$ cat src/rtl/mem_port_arbiter.sv
// Shares one sram-like memory port between I-cache refill and D-cache refill/write traffic.
// Latency: grant pulses in the request cycle, mem_req_o rises the next cycle, read beats forwarded combinationally.
// Backpressure: requests are held until their grant pulse; memory stalls through addr_ok/data_ok.
module mem_port_arbiter #(
  parameter int LINE_WORDS   = 8,
  parameter int STARVE_LIMIT = 4
) (
  input  logic        clock_i,
  input  logic        reset_i,
  input  logic        inst_req_i,
  input  logic [31:0] inst_addr_i,
  input  logic        inst_uncached_i,
  output logic        inst_grant_o,
  output logic        inst_rvalid_o,
  output logic        inst_rlast_o,
  output logic [31:0] inst_rdata_o,
  input  logic        data_rreq_i,
  input  logic [31:0] data_raddr_i,
  input  logic        data_uncached_i,
  output logic        data_rgrant_o,
  output logic        data_rvalid_o,
  output logic        data_rlast_o,
  output logic [31:0] data_rdata_o,
  input  logic        data_wreq_i,
  input  logic [31:0] data_waddr_i,
  input  logic [3:0]  data_wstrb_i,
  input  logic [31:0] data_wdata_i,
  output logic        data_wgrant_o,
  output logic        data_wdone_o,
  output logic        mem_req_o,
  output logic        mem_wr_o,
  output logic [31:0] mem_addr_o,
  output logic [3:0]  mem_wstrb_o,
  output logic [31:0] mem_wdata_o,
  output logic [3:0]  mem_len_o,
  input  logic        mem_addr_ok_i,
  input  logic        mem_data_ok_i,
  input  logic [31:0] mem_rdata_i
);

  typedef enum logic [1:0] {IDLE, ADDR, DATA} state_t;
  typedef enum logic [1:0] {OWN_INST, OWN_DRD, OWN_DWR} owner_t;

  localparam logic [3:0]    LINE_LEN   = 4'(LINE_WORDS - 1);
  localparam int            SW         = $clog2(STARVE_LIMIT + 1);
  localparam logic [SW-1:0] STARVE_MAX = SW'(STARVE_LIMIT);

  state_t        state, state_nxt;
  owner_t        owner, sel_owner;
  logic          take;
  logic          inst_win;
  logic [31:0]   sel_addr;
  logic [3:0]    sel_len;
  logic          sel_wr;
  logic [31:0]   lat_addr, lat_wdata;
  logic [3:0]    lat_strb, lat_len;
  logic          lat_wr;
  logic [3:0]    beat;
  logic [SW-1:0] starve;
  logic          beat_ok, beat_last;

  // Inst wins when forced by starvation or when no data request competes
  assign inst_win = inst_req_i && ((starve == STARVE_MAX) || (!data_wreq_i && !data_rreq_i));

  // Winner selection in IDLE and next-state sequencing of address/data phases
  always_comb begin
    state_nxt     = state;
    take          = 1'b0;
    sel_owner     = OWN_INST;
    sel_addr      = inst_addr_i;
    sel_wr        = 1'b0;
    sel_len       = LINE_LEN;
    inst_grant_o  = 1'b0;
    data_rgrant_o = 1'b0;
    data_wgrant_o = 1'b0;
    case (state)
      IDLE: begin
        // Grants are combinational, so hold them off while reset is asserted
        if (!reset_i) begin
          if (inst_win) begin
            take         = 1'b1;
            inst_grant_o = 1'b1;
            sel_owner    = OWN_INST;
            sel_addr     = inst_addr_i;
            sel_len      = inst_uncached_i ? 4'd0 : LINE_LEN;
          end else if (data_wreq_i) begin
            take          = 1'b1;
            data_wgrant_o = 1'b1;
            sel_owner     = OWN_DWR;
            sel_addr      = data_waddr_i;
            sel_wr        = 1'b1;
            sel_len       = 4'd0;
          end else if (data_rreq_i) begin
            take          = 1'b1;
            data_rgrant_o = 1'b1;
            sel_owner     = OWN_DRD;
            sel_addr      = data_raddr_i;
            sel_len       = data_uncached_i ? 4'd0 : LINE_LEN;
          end
        end
        if (take) state_nxt = ADDR;
      end
      ADDR:    if (mem_addr_ok_i) state_nxt = DATA;
      DATA:    if (mem_data_ok_i && beat == lat_len) state_nxt = IDLE;
      default: state_nxt = IDLE;
    endcase
  end

  // State register
  always_ff @(posedge clock_i or posedge reset_i) begin
    if (reset_i) state <= IDLE;
    else         state <= state_nxt;
  end

  // Capture the winning transaction so mem_* stays stable while memory stalls
  always_ff @(posedge clock_i or posedge reset_i) begin
    if (reset_i) begin
      owner     <= OWN_INST;
      lat_addr  <= '0;
      lat_wr    <= 1'b0;
      lat_strb  <= '0;
      lat_wdata <= '0;
      lat_len   <= '0;
    end else if (take) begin
      owner     <= sel_owner;
      lat_addr  <= sel_addr;
      lat_wr    <= sel_wr;
      lat_strb  <= sel_wr ? data_wstrb_i : 4'd0;
      lat_wdata <= sel_wr ? data_wdata_i : 32'd0;
      lat_len   <= sel_len;
    end
  end

  // Beat counter: restarts when the address phase is accepted
  always_ff @(posedge clock_i or posedge reset_i) begin
    if (reset_i)                             beat <= '0;
    else if (state == ADDR && mem_addr_ok_i) beat <= '0;
    else if (beat_ok)                        beat <= beat + 4'd1;
  end

  // Starve counter: counts data grants that overtook a pending inst request
  always_ff @(posedge clock_i or posedge reset_i) begin
    if (reset_i)                                                         starve <= '0;
    else if (inst_grant_o || !inst_req_i)                                starve <= '0;
    else if ((data_wgrant_o || data_rgrant_o) && starve != STARVE_MAX) starve <= starve + 1'b1;
  end

  assign beat_ok   = (state == DATA) && mem_data_ok_i;
  assign beat_last = (beat == lat_len);

  assign inst_rvalid_o = beat_ok && (owner == OWN_INST);
  assign data_rvalid_o = beat_ok && (owner == OWN_DRD);
  assign data_wdone_o  = beat_ok && (owner == OWN_DWR);
  assign inst_rlast_o  = inst_rvalid_o && beat_last;
  assign data_rlast_o  = data_rvalid_o && beat_last;
  assign inst_rdata_o  = inst_rvalid_o ? mem_rdata_i : 32'd0;
  assign data_rdata_o  = data_rvalid_o ? mem_rdata_i : 32'd0;

  assign mem_req_o   = (state == ADDR);
  assign mem_wr_o    = lat_wr;
  assign mem_addr_o  = lat_addr;
  assign mem_wstrb_o = lat_strb;
  assign mem_wdata_o = lat_wdata;
  assign mem_len_o   = lat_len;

endmodule

$ cat config.mk
export PLATFORM = sky130hd
export DESIGN_NAME = mem_port_arbiter
export DESIGN_NICKNAME = d
export VERILOG_FILES = /design/src/rtl/mem_port_arbiter.sv
export SDC_FILE = /design/constraint.sdc
export NUM_CORES = 1
export LEC_CHECK = 0
export CAP_MARGIN = 5
export CORE_AREA = 4 4 121 123
export CTS_BUF_LIST = sky130_fd_sc_hd__clkbuf_4 sky130_fd_sc_hd__clkbuf_8
export CTS_CLUSTER_DIAMETER = 120
export DETAILED_ROUTE_END_ITERATION = 8
export DIE_AREA = 0 0 125 127
export GPL_TIMING_DRIVEN = 0
export PLACE_DENSITY = 0.81
export SYNTH_ARGS = -nofsm -noshare
export SYNTH_HDL_FRONTEND = slang
export SYNTH_SLANG_ARGS = --single-unit
$ cat constraint.sdc
create_clock -name clock_i -period 3.65 [get_ports clock_i]
set_input_delay 0.73 -clock clock_i [delete_from_list [all_inputs] [get_ports clock_i]]
set_output_delay 0.73 -clock clock_i [all_outputs]
set_load 0.03 [all_outputs]
## Yosys cells after proc, flatten, opt, wreduce, memory -nomap -nowiden

Index checks and enable logic that the tools add are counted.

- Multiplexer cells: 46
- Equal/unequal tests: 10
- Add/subtract/negate cells: 2
- Reductions and logical operators: 22

Operators with widths:

| kind | count |
|---|---|
| $mux 32 | 8 |
| $mux 3 | 9 |
| $mux 1 | 18 |
| $mux 2 | 7 |
| $mux 4 | 3 |
| $logic_and 1x1->1 | 11 |
| $pmux 2 s3 | 1 |
| $add 4x1->4 const B | 1 |
| $eq 2x1->1 const B | 2 |
| $eq 2x2->1 const B | 2 |
| $eq 4x4->1 | 1 |
| $logic_not 2->1 | 2 |
| $ne 2x1->1 const B | 2 |
| $reduce_bool 2->1 | 2 |
| $add 3x1->3 const B | 1 |
| $eq 3x3->1 const B | 1 |
| $logic_not 1->1 | 3 |
| $logic_or 1x1->1 | 3 |
| $ne 3x3->1 const B | 1 |
| $reduce_and 3->1 | 1 |
| $ne 2x2->1 const B | 1 |

- Register bits after elaboration: 84

## Longest topological paths before layout

Gate-level depths: netlist of the first run.

- Depth in word-level cells: 11
- Gate-level depth with buffers: 8
- Mapped depth without buffers: 6

## Worst setup path before layout of the first run

Ideal clock, no wire load.

- Path type: register to output
- Start: register lat_len[1] (netlist: mem_len_o[1])
- End: output port inst_rlast_o
- Setup slack: 0.708 ns
- Stages on the path, launching flop included: 4
- Arrival: 2.212 ns
- Cells stage by stage: dfrtp_1 -> or4_1 -> a21o_1 -> nor4_1

- Word-level cells in the longest chain between the ends: 2

RTL lines:

| element | line | RTL |
|---|---|---|
| start: declaration | 56 | `logic [3:0] lat_strb, lat_len;` |
| start signal: assignment | 130 | `lat_len <= sel_len;` |
| $eq 4x4->1 | 149 | `assign beat_last = (beat == lat_len);` |
| $logic_and 1x1->1 | 154 | `assign inst_rlast_o = inst_rvalid_o && beat_last;` |
| end: declaration | 15 | `output logic inst_rlast_o,` |

Every way passes these cells.

## Worst setup path after layout of the first run

- Start: input port mem_data_ok_i
- End: output port inst_rdata_o[31]

- Word-level cells in the longest chain between the ends: 3

RTL lines:

| element | line | RTL |
|---|---|---|
| start: declaration | 37 | `input logic mem_data_ok_i,` |
| $logic_and 1x1->1 | 148 | `assign beat_ok = (state == DATA) && mem_data_ok_i;` |
| $logic_and 1x1->1 | 151 | `assign inst_rvalid_o = beat_ok && (owner == OWN_INST);` |
| $mux 32 | 156 | `assign inst_rdata_o = inst_rvalid_o ? mem_rdata_i : 32'd0;` |
| end: declaration | 16 | `output logic [31:0] inst_rdata_o,` |

Every way passes these cells.

==> results.txt, run 1 <==
The run finished with clean final reports. The footprint of the multi-input gates came out at 1840 sq um. The initial standard-cell utilization of the core is 29.5%. The non-filler instance count after layout came out at 901. The number of synthesized flops with an enable pin is 0. Yosys attributes the largest share of cell area to dfrtp_1, and2_1, a221o_1, a22o_1, a22oi_1. Setup repair after global routing left no endpoint under its margin. The number of optimization iterations in the first detailed-route pass came out at 4. The top cell types in the final layout, fill and taps aside, are clkdlybuf4s50_1, dfrtp_1, and2_1. The number of nets still failing antenna checks after routing is 0.

The worst slack on hold paths is 505 ps. The number of hold violations in the final report is 0. The worst setup path is captured at an output pin. The most used cell along the critical path is clkdlybuf4s50_1. The number of hold buffers added after cts is 0.

The global routing usage summed across all routing layers came out at 18.9%. The buffer depth of the longest clock path came out at 2. The height of the chip is 127 um. The via density per instance came out at 4.88.

Of the total synthesized cell area, the portion taken by full adders, half adders and majority gates is 0.930%. The final period demand of the worst path is 3590 ps. The number of DRC violations after detailed-routing iteration 0 came out at 138. The slowest stage of the critical path is the clkdlybuf4s50_1 cell. In the routed design, unresolved DRC markers number 0. The worst pin sits at a relative slew slack of 63.6%. Max-cap violations in this run came to 0. The total power per unit cell area came out at 657 nW/um^2.

The internal power contribution is 2.89 mW. Combinational logic is responsible for 55.4% of the overall power. The number of nets in the final layout is 892. The leftover overflow at the end of global routing is 0. The global-route wire length before repair came out at 24.3 mm. The number of fill cells in the layout is 1228.

The later-pin clock latency in the skew report came out at 360 ps. The synthesized design spends more area on one cell type than any other, namely dfrtp_1. The power dissipated by switching net loads is 2.13 mW. The area growth from synthesis to layout is 89.4%. Summing the areas of all compound-gate instances in the mapped netlist gives 25.6% of the synthesized area. The post-route netlist has 8.18% of its cells at a drive strength greater than 1. The number of cells after detailed placement is 884. The flop-to-flop setup slack is 1620 ps. CTS built an H-tree with a depth of 3. The core region is 13700 sq um. After synthesis the cells add up to 4040 sq um. The portion of total power attributed to the clock network is 13.8%. The area share of the largest cell type after synthesis came out at 49.6%.

Net switching is 42.4% of the power. The total length of routed wires came out at 16.0 mm. The endpoint required time on the critical path is 2920 ps. The die is 125 um wide.

The worst setup path is launched from a primary input. The via count of the first global-routing pass is 4567. Of the total power, registers draw 30.8%. The async set-or-reset flop fraction in the synthesized netlist came out at 100%. The number of failing setup endpoints in the final timing report is 0. The count of cell types in the netlist is 40. The worst vdd rail ir drop came out at 0.000373 V.

The count of pins over their slew limit is 0. The critical path arrival is 2860 ps. The number of buffers created by CTS came out at 9. Counting every net in the synthesized netlist gives 562. The number of antenna violations at the first check in global routing is 0. The clock arrives with 8.69 ps of skew. The combinational family with the most area after synthesis is compound AO/OA/AOI/OAI gates. The core occupancy in the finished layout is 55.9%. The fraction of the yosys area taken by sequential cells is 49.6%.

In the synthesized netlist the dominant register cell turns out to be dfrtp_1. The post-synthesis xor/xnor area fraction is 0%. The area share of and/or/nand/nor cells after synthesis is 18.3%.

The clock sink total is 80. For this run, the number of Yosys warnings is 0. The maximum clock rate came out at 279 MHz. The placed wire-length estimate after detailed placement came out at 12.8 mm. The register clock-pin slew on the reported worst setup and hold paths came out at 80 ps.

The most common cell after layout, fill and taps aside is clkdlybuf4s50_1. The measured slew at the worst slew-check pin came out at 546 ps. The tightest min-delay check is of the flip-flop to flip-flop type. 319 I/O pins were placed. The post-synthesis register bit count came out at 80. The largest stage delay on the critical path is 680 ps. TritonCTS built the clock tree. The root buffer cell chosen for the clock tree is clkbuf_8. The number of cells produced by synthesis came out at 386. The synthesized area per cell came out at 10.5 sq um. The final clock period utilization by the worst path came out at 98.3%.

The total via count after detailed routing is 4400. The row count came out at 43. The maximum number of pins on one net before global-route repair came out at 51. The worst setup path is of the primary input to output pin kind. The peak fanout along the critical path came out at 6. The floorplan die area is 15900 sq um. Routability-driven placement finished with a final weighted congestion of 0.899. Traced cell by cell, the critical path runs through clkdlybuf4s50_1 -> nor2b_1 -> nand2_1 -> nor3_4 -> and2_1 -> clkdlybuf4s50_1. The number of port buffers is 317.

In the final layout, flip-flops and latches occupy 2000 sq um. The mux contribution to synthesized area came out at 0.248%. The antenna diode instance count came out at 0. In the final routed layout, each cell accounts on average for 17.7 um. The leakage power is 3.49 nW.
==> flip-flops by register name (all words and copies together), names as in the netlist <==
register / count
beat: 4
mem_addr_o: 32
mem_len_o: 1
mem_wdata_o: 32
mem_wstrb_o: 4
owner: 2
starve: 3
state: 2
==> per-stage QoR <==
stage               worst slack, ps  instance area [sq um]  TNS, ps  total power [mW]
finish                         63.8                   7640        0              5.02
global placement               -444                   7430   -55370              4.30
detailed placement             -466                   7460   -23050              4.36
floorplan                       708                   4040        0              3.05
global route                  0.945                   7640        0              5.28
CTS                            13.6                   7630        0              5.07
==> synthesized netlist by cell type, drive strengths merged (4+ instances only) <==
cell type,n
a22oi,33
nor3,4
a221o,32
a21oi,6
nand2b,4
dfrtp,80
inv,6
clkbuf,15
buf,21
nor2,45
a22o,36
and2,64
nand2,7
o21ai,4
==> power groups by stage <==
stage / Combinational, mW / Sequential, mW / Clock [mW]
6_report: 2.78 / 1.55 / 0.695
4_1_cts: 2.80 / 1.54 / 0.725
2_1_floorplan: 0.830 / 2.22 / 0
5_1_grt: 2.92 / 1.60 / 0.760
3_3_place_gp: 2.77 / 1.53 / 0
3_5_place_dp: 2.82 / 1.54 / 0
==> repair_timing <==
action | in CTS | in global routing
buffers inserted | 1 | 0
gates cloned | 0 | 0
resized for setup | 75 | 33
pin swaps | 1 | 0
endpoints found under the setup margin | 69 | 27
==> worst max-delay path: cells and delay by family <==
kind	cells	cell delay, ps
and+or+nand+nor	4	920
buffers and inverters	2	1210
==> final timing paths <==
| path | start | endpoint | cells after the start |
|---|---|---|---|
| min in group asynchronous | reset_i | state[0]$_DFFE_PP0P_ | 2 |
| setup reg to reg | starve[0]$_DFFE_PP0P_ | mem_wdata_o[4]$_DFFE_PP0P_ | 8 |
| setup / recovery | mem_data_ok_i | inst_rdata_o[31] | 6 |
| max in group asynchronous | reset_i | mem_addr_o[17]$_DFFE_PP0P_ | 3 |
| hold / removal | mem_wdata_o[7]$_DFFE_PP0P_ | mem_wdata_o[7]$_DFFE_PP0P_ | 1 |
| hold reg to reg | mem_wdata_o[7]$_DFFE_PP0P_ | mem_wdata_o[7]$_DFFE_PP0P_ | 1 |
==> cell families (layout without fill, tap and decap cells) <==
family | after synthesis | count (layout)
other | 1 | 1
flip-flops | 80 | 80
multiplexers | 1 | 1
AO/OA/AOI/OAI | 122 | 122
AND/OR/NAND/NOR | 137 | 137
adder cells (fa/ha/maj) | 3 | 3
buffers and inverters | 42 | 377
==> layout make-up <==
| cell class | instances | area share [%] |
|---|---|---|
| timing repair buffer | 319 | 41.1 |
| sequential | 80 | 26.2 |
| multi-input combinational | 264 | 24.1 |
| tap | 180 | 2.95 |
| buffer | 36 | 2.55 |
| clock buffer | 10 | 1.80 |
| clock inverter | 6 | 0.982 |
| inverter | 6 | 0.327 |
==> per-layer routing <==
| metal | up-vias | part of all wire, % | track usage, % |
|---|---|---|---|
| li1 | 2086 | - | - |
| met3 | 22 | 6.7 | 5.81 |
| met4 | 0 | 1.7 | 5.04 |
| met2 | 183 | 52 | 33.2 |
| met5 | - | 0 | 0 |
| met1 | 2109 | 40 | 22.6 |
Note: power is estimated with default switching activity, not from simulation.
==> run 2: changes to the inputs <==
CORE_AREA = 2 2 123 125   (was 4 4 121 123)
PLACE_DENSITY = 0.77   (was 0.81)
==> results.txt, run 2 (synthesis results as in run 1) <==
The run finished with clean final reports. The final clock period utilization by the worst path is 96.3% (-2.0 points). The sum of buffers and inverters on the critical path came out at 3 (+1). The deepest level of the CTS H-tree came out at 3 (unchanged). The register area is 2000 sq um (unchanged). The number of antenna violations at the first check in global routing is 0 (unchanged). The worst setup slack after placement was -446 ps (+20.1 ps). The total power per unit cell area came to 666 nW/um^2 (+1.3%). The buffer depth of the longest clock path is 2 (unchanged). The worst vdd rail ir drop came to 0.000333 V (-11%). The count of pins over their slew limit came to 0 (unchanged). The number of optimization iterations in the first detailed-route pass is 4 (unchanged). The power dissipated by switching net loads is 2.12 mW (-0.50%).

The portion of total power attributed to the clock network came out at 14.4% (+0.6 points). The antenna diode instance count came out at 0 (unchanged). The largest stage delay on the critical path came to 720 ps (+40 ps).

The global-route wire length before repair is 24.8 mm (+1.7%). The tightest min-delay check is of the flip-flop to flip-flop type. The smallest setup slack after layout came to 135 ps (+71.3 ps). The global placement routability congestion came out at 0.955 (+6.3%). The final period demand of the worst path came out at 3510 ps (-71.3 ps). The leakage power was 3.58 nW (+2.8%). The number of failing setup endpoints in the final timing report came out at 0 (unchanged). The placed wire-length estimate after detailed placement came to 13.1 mm (+2.5%). The total number of cells along the worst setup path was 5 (-1). The number of hold buffers added after cts came out at 0 (unchanged). The number of hold violations in the final report is 0 (unchanged). The endpoint required time on the critical path is 2920 ps (about the same).

TritonCTS built the clock tree. The die boundary width is 125 um (unchanged). The initial standard-cell utilization of the core came out at 28.0% (-1.6 points).

The number of nets in the final layout came out at 892 (unchanged). The measured slew at the worst slew-check pin is 579 ps (+33.4 ps). The maximum number of pins on one net before global-route repair is 47 (-7.8%). The maximum clock rate is 285 MHz (+2.0%). The clock sink total is 80 (unchanged). The routing usage on met1 was 22.3% (-0.28 points). The total via count after detailed routing came out at 4427 (+0.61%). The length in cells of the worst reg-to-reg path was 8 (unchanged).

The footprint of the multi-input gates is 1850 sq um (+0.20%). The combinational fraction of design power came to 55.0% (-0.4 points). The via density per instance was 4.89 (+0.17%). Among the stages of the critical path, the cell type that occurs most often is clkdlybuf4s50_1.

The number of cells after detailed placement was 888 (+0.45%). The register clock-pin slew on the reported worst setup and hold paths is 70 ps (about the same). The clock tree root driver cell is clkbuf_8. The core occupancy in the finished layout is 52.8% (-3.1 points).

STA classifies the critical path startpoint as a primary input. The global routing met2 resource utilization came out at 34.9% (+1.6 points). The non-filler instance count after layout came out at 905 (+0.44%). Setup repair after global routing left no endpoint under its margin.

The height of the chip was 127 um (unchanged). The number of fill cells in the layout is 1311 (+6.8%). The later-pin clock latency in the skew report is 360 ps (about the same). The sequential power share is 30.6% (-0.2 points).

The peak fanout along the critical path came out at 10 (+4). In this design, the largest share of critical-path delay is due to buffers and inverters. The area growth from synthesis to layout is 88.9%. The worst-case headroom to the max-slew limit came to 61.4% (-2.2 points). The via count of the first global-routing pass came out at 4692 (+2.7%). The share of total power consumed by net switching was 41.8% (-0.62 points).

The critical path arrival came to 2780 ps (-80 ps). The slowest stage cell on the critical path is clkdlybuf4s50_1. The leftover overflow at the end of global routing was 0 (unchanged). The number of nets still failing antenna checks after routing is 0 (unchanged). The met3 track demand over resource is 5.65% (-0.16 points). In the layout the commonest cells are clkdlybuf4s50_1, dfrtp_1, and2_1. The total length of routed wires is 16.3 mm (+2.0%). The total core area is 14400 sq um (+5.5%).

The total of max-cap violations is 0 (unchanged). The most common cell after layout, fill and taps aside is clkdlybuf4s50_1. The capture instance of the worst register-to-register path is mem_wdata_o[30]$_DFFE_PP0P_. The critical path in this run is classified as primary input to output pin. The detailed-route DRC error count is 0 (unchanged). The internal power contribution came to 2.95 mW (+2.1%).

The per-cell routed wire length is 18.0 um (+1.6%). The number of port buffers came out at 317 (unchanged). The endpoint kind of the worst setup timing path is an output pin. The worst register-to-register path begins at starve[0]$_DFFE_PP0P_. In this run the worst setup path terminates at data_wgrant_o. The setup clock skew after layout is 10.6 ps (+1.94 ps). The flop-to-flop setup slack is 1640 ps (+20 ps). The row count came out at 44 (+2.3%). The global routing usage summed across all routing layers was 19.5% (+0.58 points).

The fraction of layout instances using a drive strength above 1 is 9.71% (+1.5 points). The global routing stage identified its most utilized layer as met2. The floorplan die area came out at 15900 sq um (unchanged). The most critical setup path has its startpoint at reset_i.

The number of DRC violations after detailed-routing iteration 0 is 244 (+77%). The I/O pin total was 319 (unchanged). The number of buffers created by CTS is 9 (unchanged). Traced cell by cell, the critical path runs through clkdlybuf4s50_1 -> nor3_4 -> and3_1 -> clkbuf_2 -> clkdlybuf4s50_1.
==> run 2: how the worst min path moves through the flow <==
stage          slack, ps                     endpoint                        start  cells after the start
4_1_cts              510  mem_wdata_o[19]$_DFFE_PP0P_  mem_wdata_o[19]$_DFFE_PP0P_                      1
3_5_place_dp         480  mem_wdata_o[19]$_DFFE_PP0P_  mem_wdata_o[19]$_DFFE_PP0P_                      1
6_report             500  mem_wdata_o[15]$_DFFE_PP0P_  mem_wdata_o[15]$_DFFE_PP0P_                      1
2_1_floorplan        530        starve[1]$_DFFE_PP0P_        starve[1]$_DFFE_PP0P_                      2
3_3_place_gp         480   mem_wdata_o[2]$_DFFE_PP0P_   mem_wdata_o[2]$_DFFE_PP0P_                      1
5_1_grt              520   mem_wdata_o[5]$_DFFE_PP0P_   mem_wdata_o[5]$_DFFE_PP0P_                      1
==> run 2: per-stage QoR <==
step	TNS (ps)	power [mW]	hold WS (ps)	cell area [sq um]
finish	0	5.07	501	7620
global route	0	5.33	522	7620
CTS	0	5.12	506	7660
detailed placement	-21470	4.37	484	7470
global placement	-50530	4.31	483	7440
floorplan	0	3.05	530	4040
==> run 2: layout make-up <==
cell class              count  share of cell area [%]
plain buffers              36                    2.56
repair buffers            319                    40.6
inverters                   6                   0.328
multi-input cells         264                    24.2
flip-flops and latches     80                    26.3
well taps                 184                    3.02
clock inverters             6                    1.20
clock buffers              10                    1.81
==> run 2: repair_timing <==
action / in CTS / in global routing
resized for setup: 69 / 53
setup endpoints to repair: 66 / 34
setup buffers: 1 / 0
pin swaps: 1 / 0
==> run 2: routing by layer <==
metal / part of all wire, % / vias up / wire length (um)
met3: 6.0 / 27 / 972
met2: 52 / 177 / 8530
met5: 0 / - / 0
met4: 2.1 / 0 / 348
met1: 39 / 2141 / 6430
li1: - / 2082 / -
==> run 2: worst reg2reg max path, delay by kind of cell (launching register included) <==
kind | cells | cell delay (ps)
and+or+nand+nor | 2 | 360
buffers and inverters | 3 | 500
AOI/OAI and AO/OA | 2 | 430
DFF | 1 | 400
adders and majority gates | 1 | 220
==> run 2: power by group through the flow <==
stage                     Combinational (mW)  Clock, mW  Sequential, mW
after floorplan                        0.830          0            2.22
after global placement                  2.78          0            1.53
after detailed placement                2.82          0            1.54
after CTS                               2.81      0.763            1.55
after global routing                    2.93      0.797            1.60
final                                   2.79      0.733            1.55
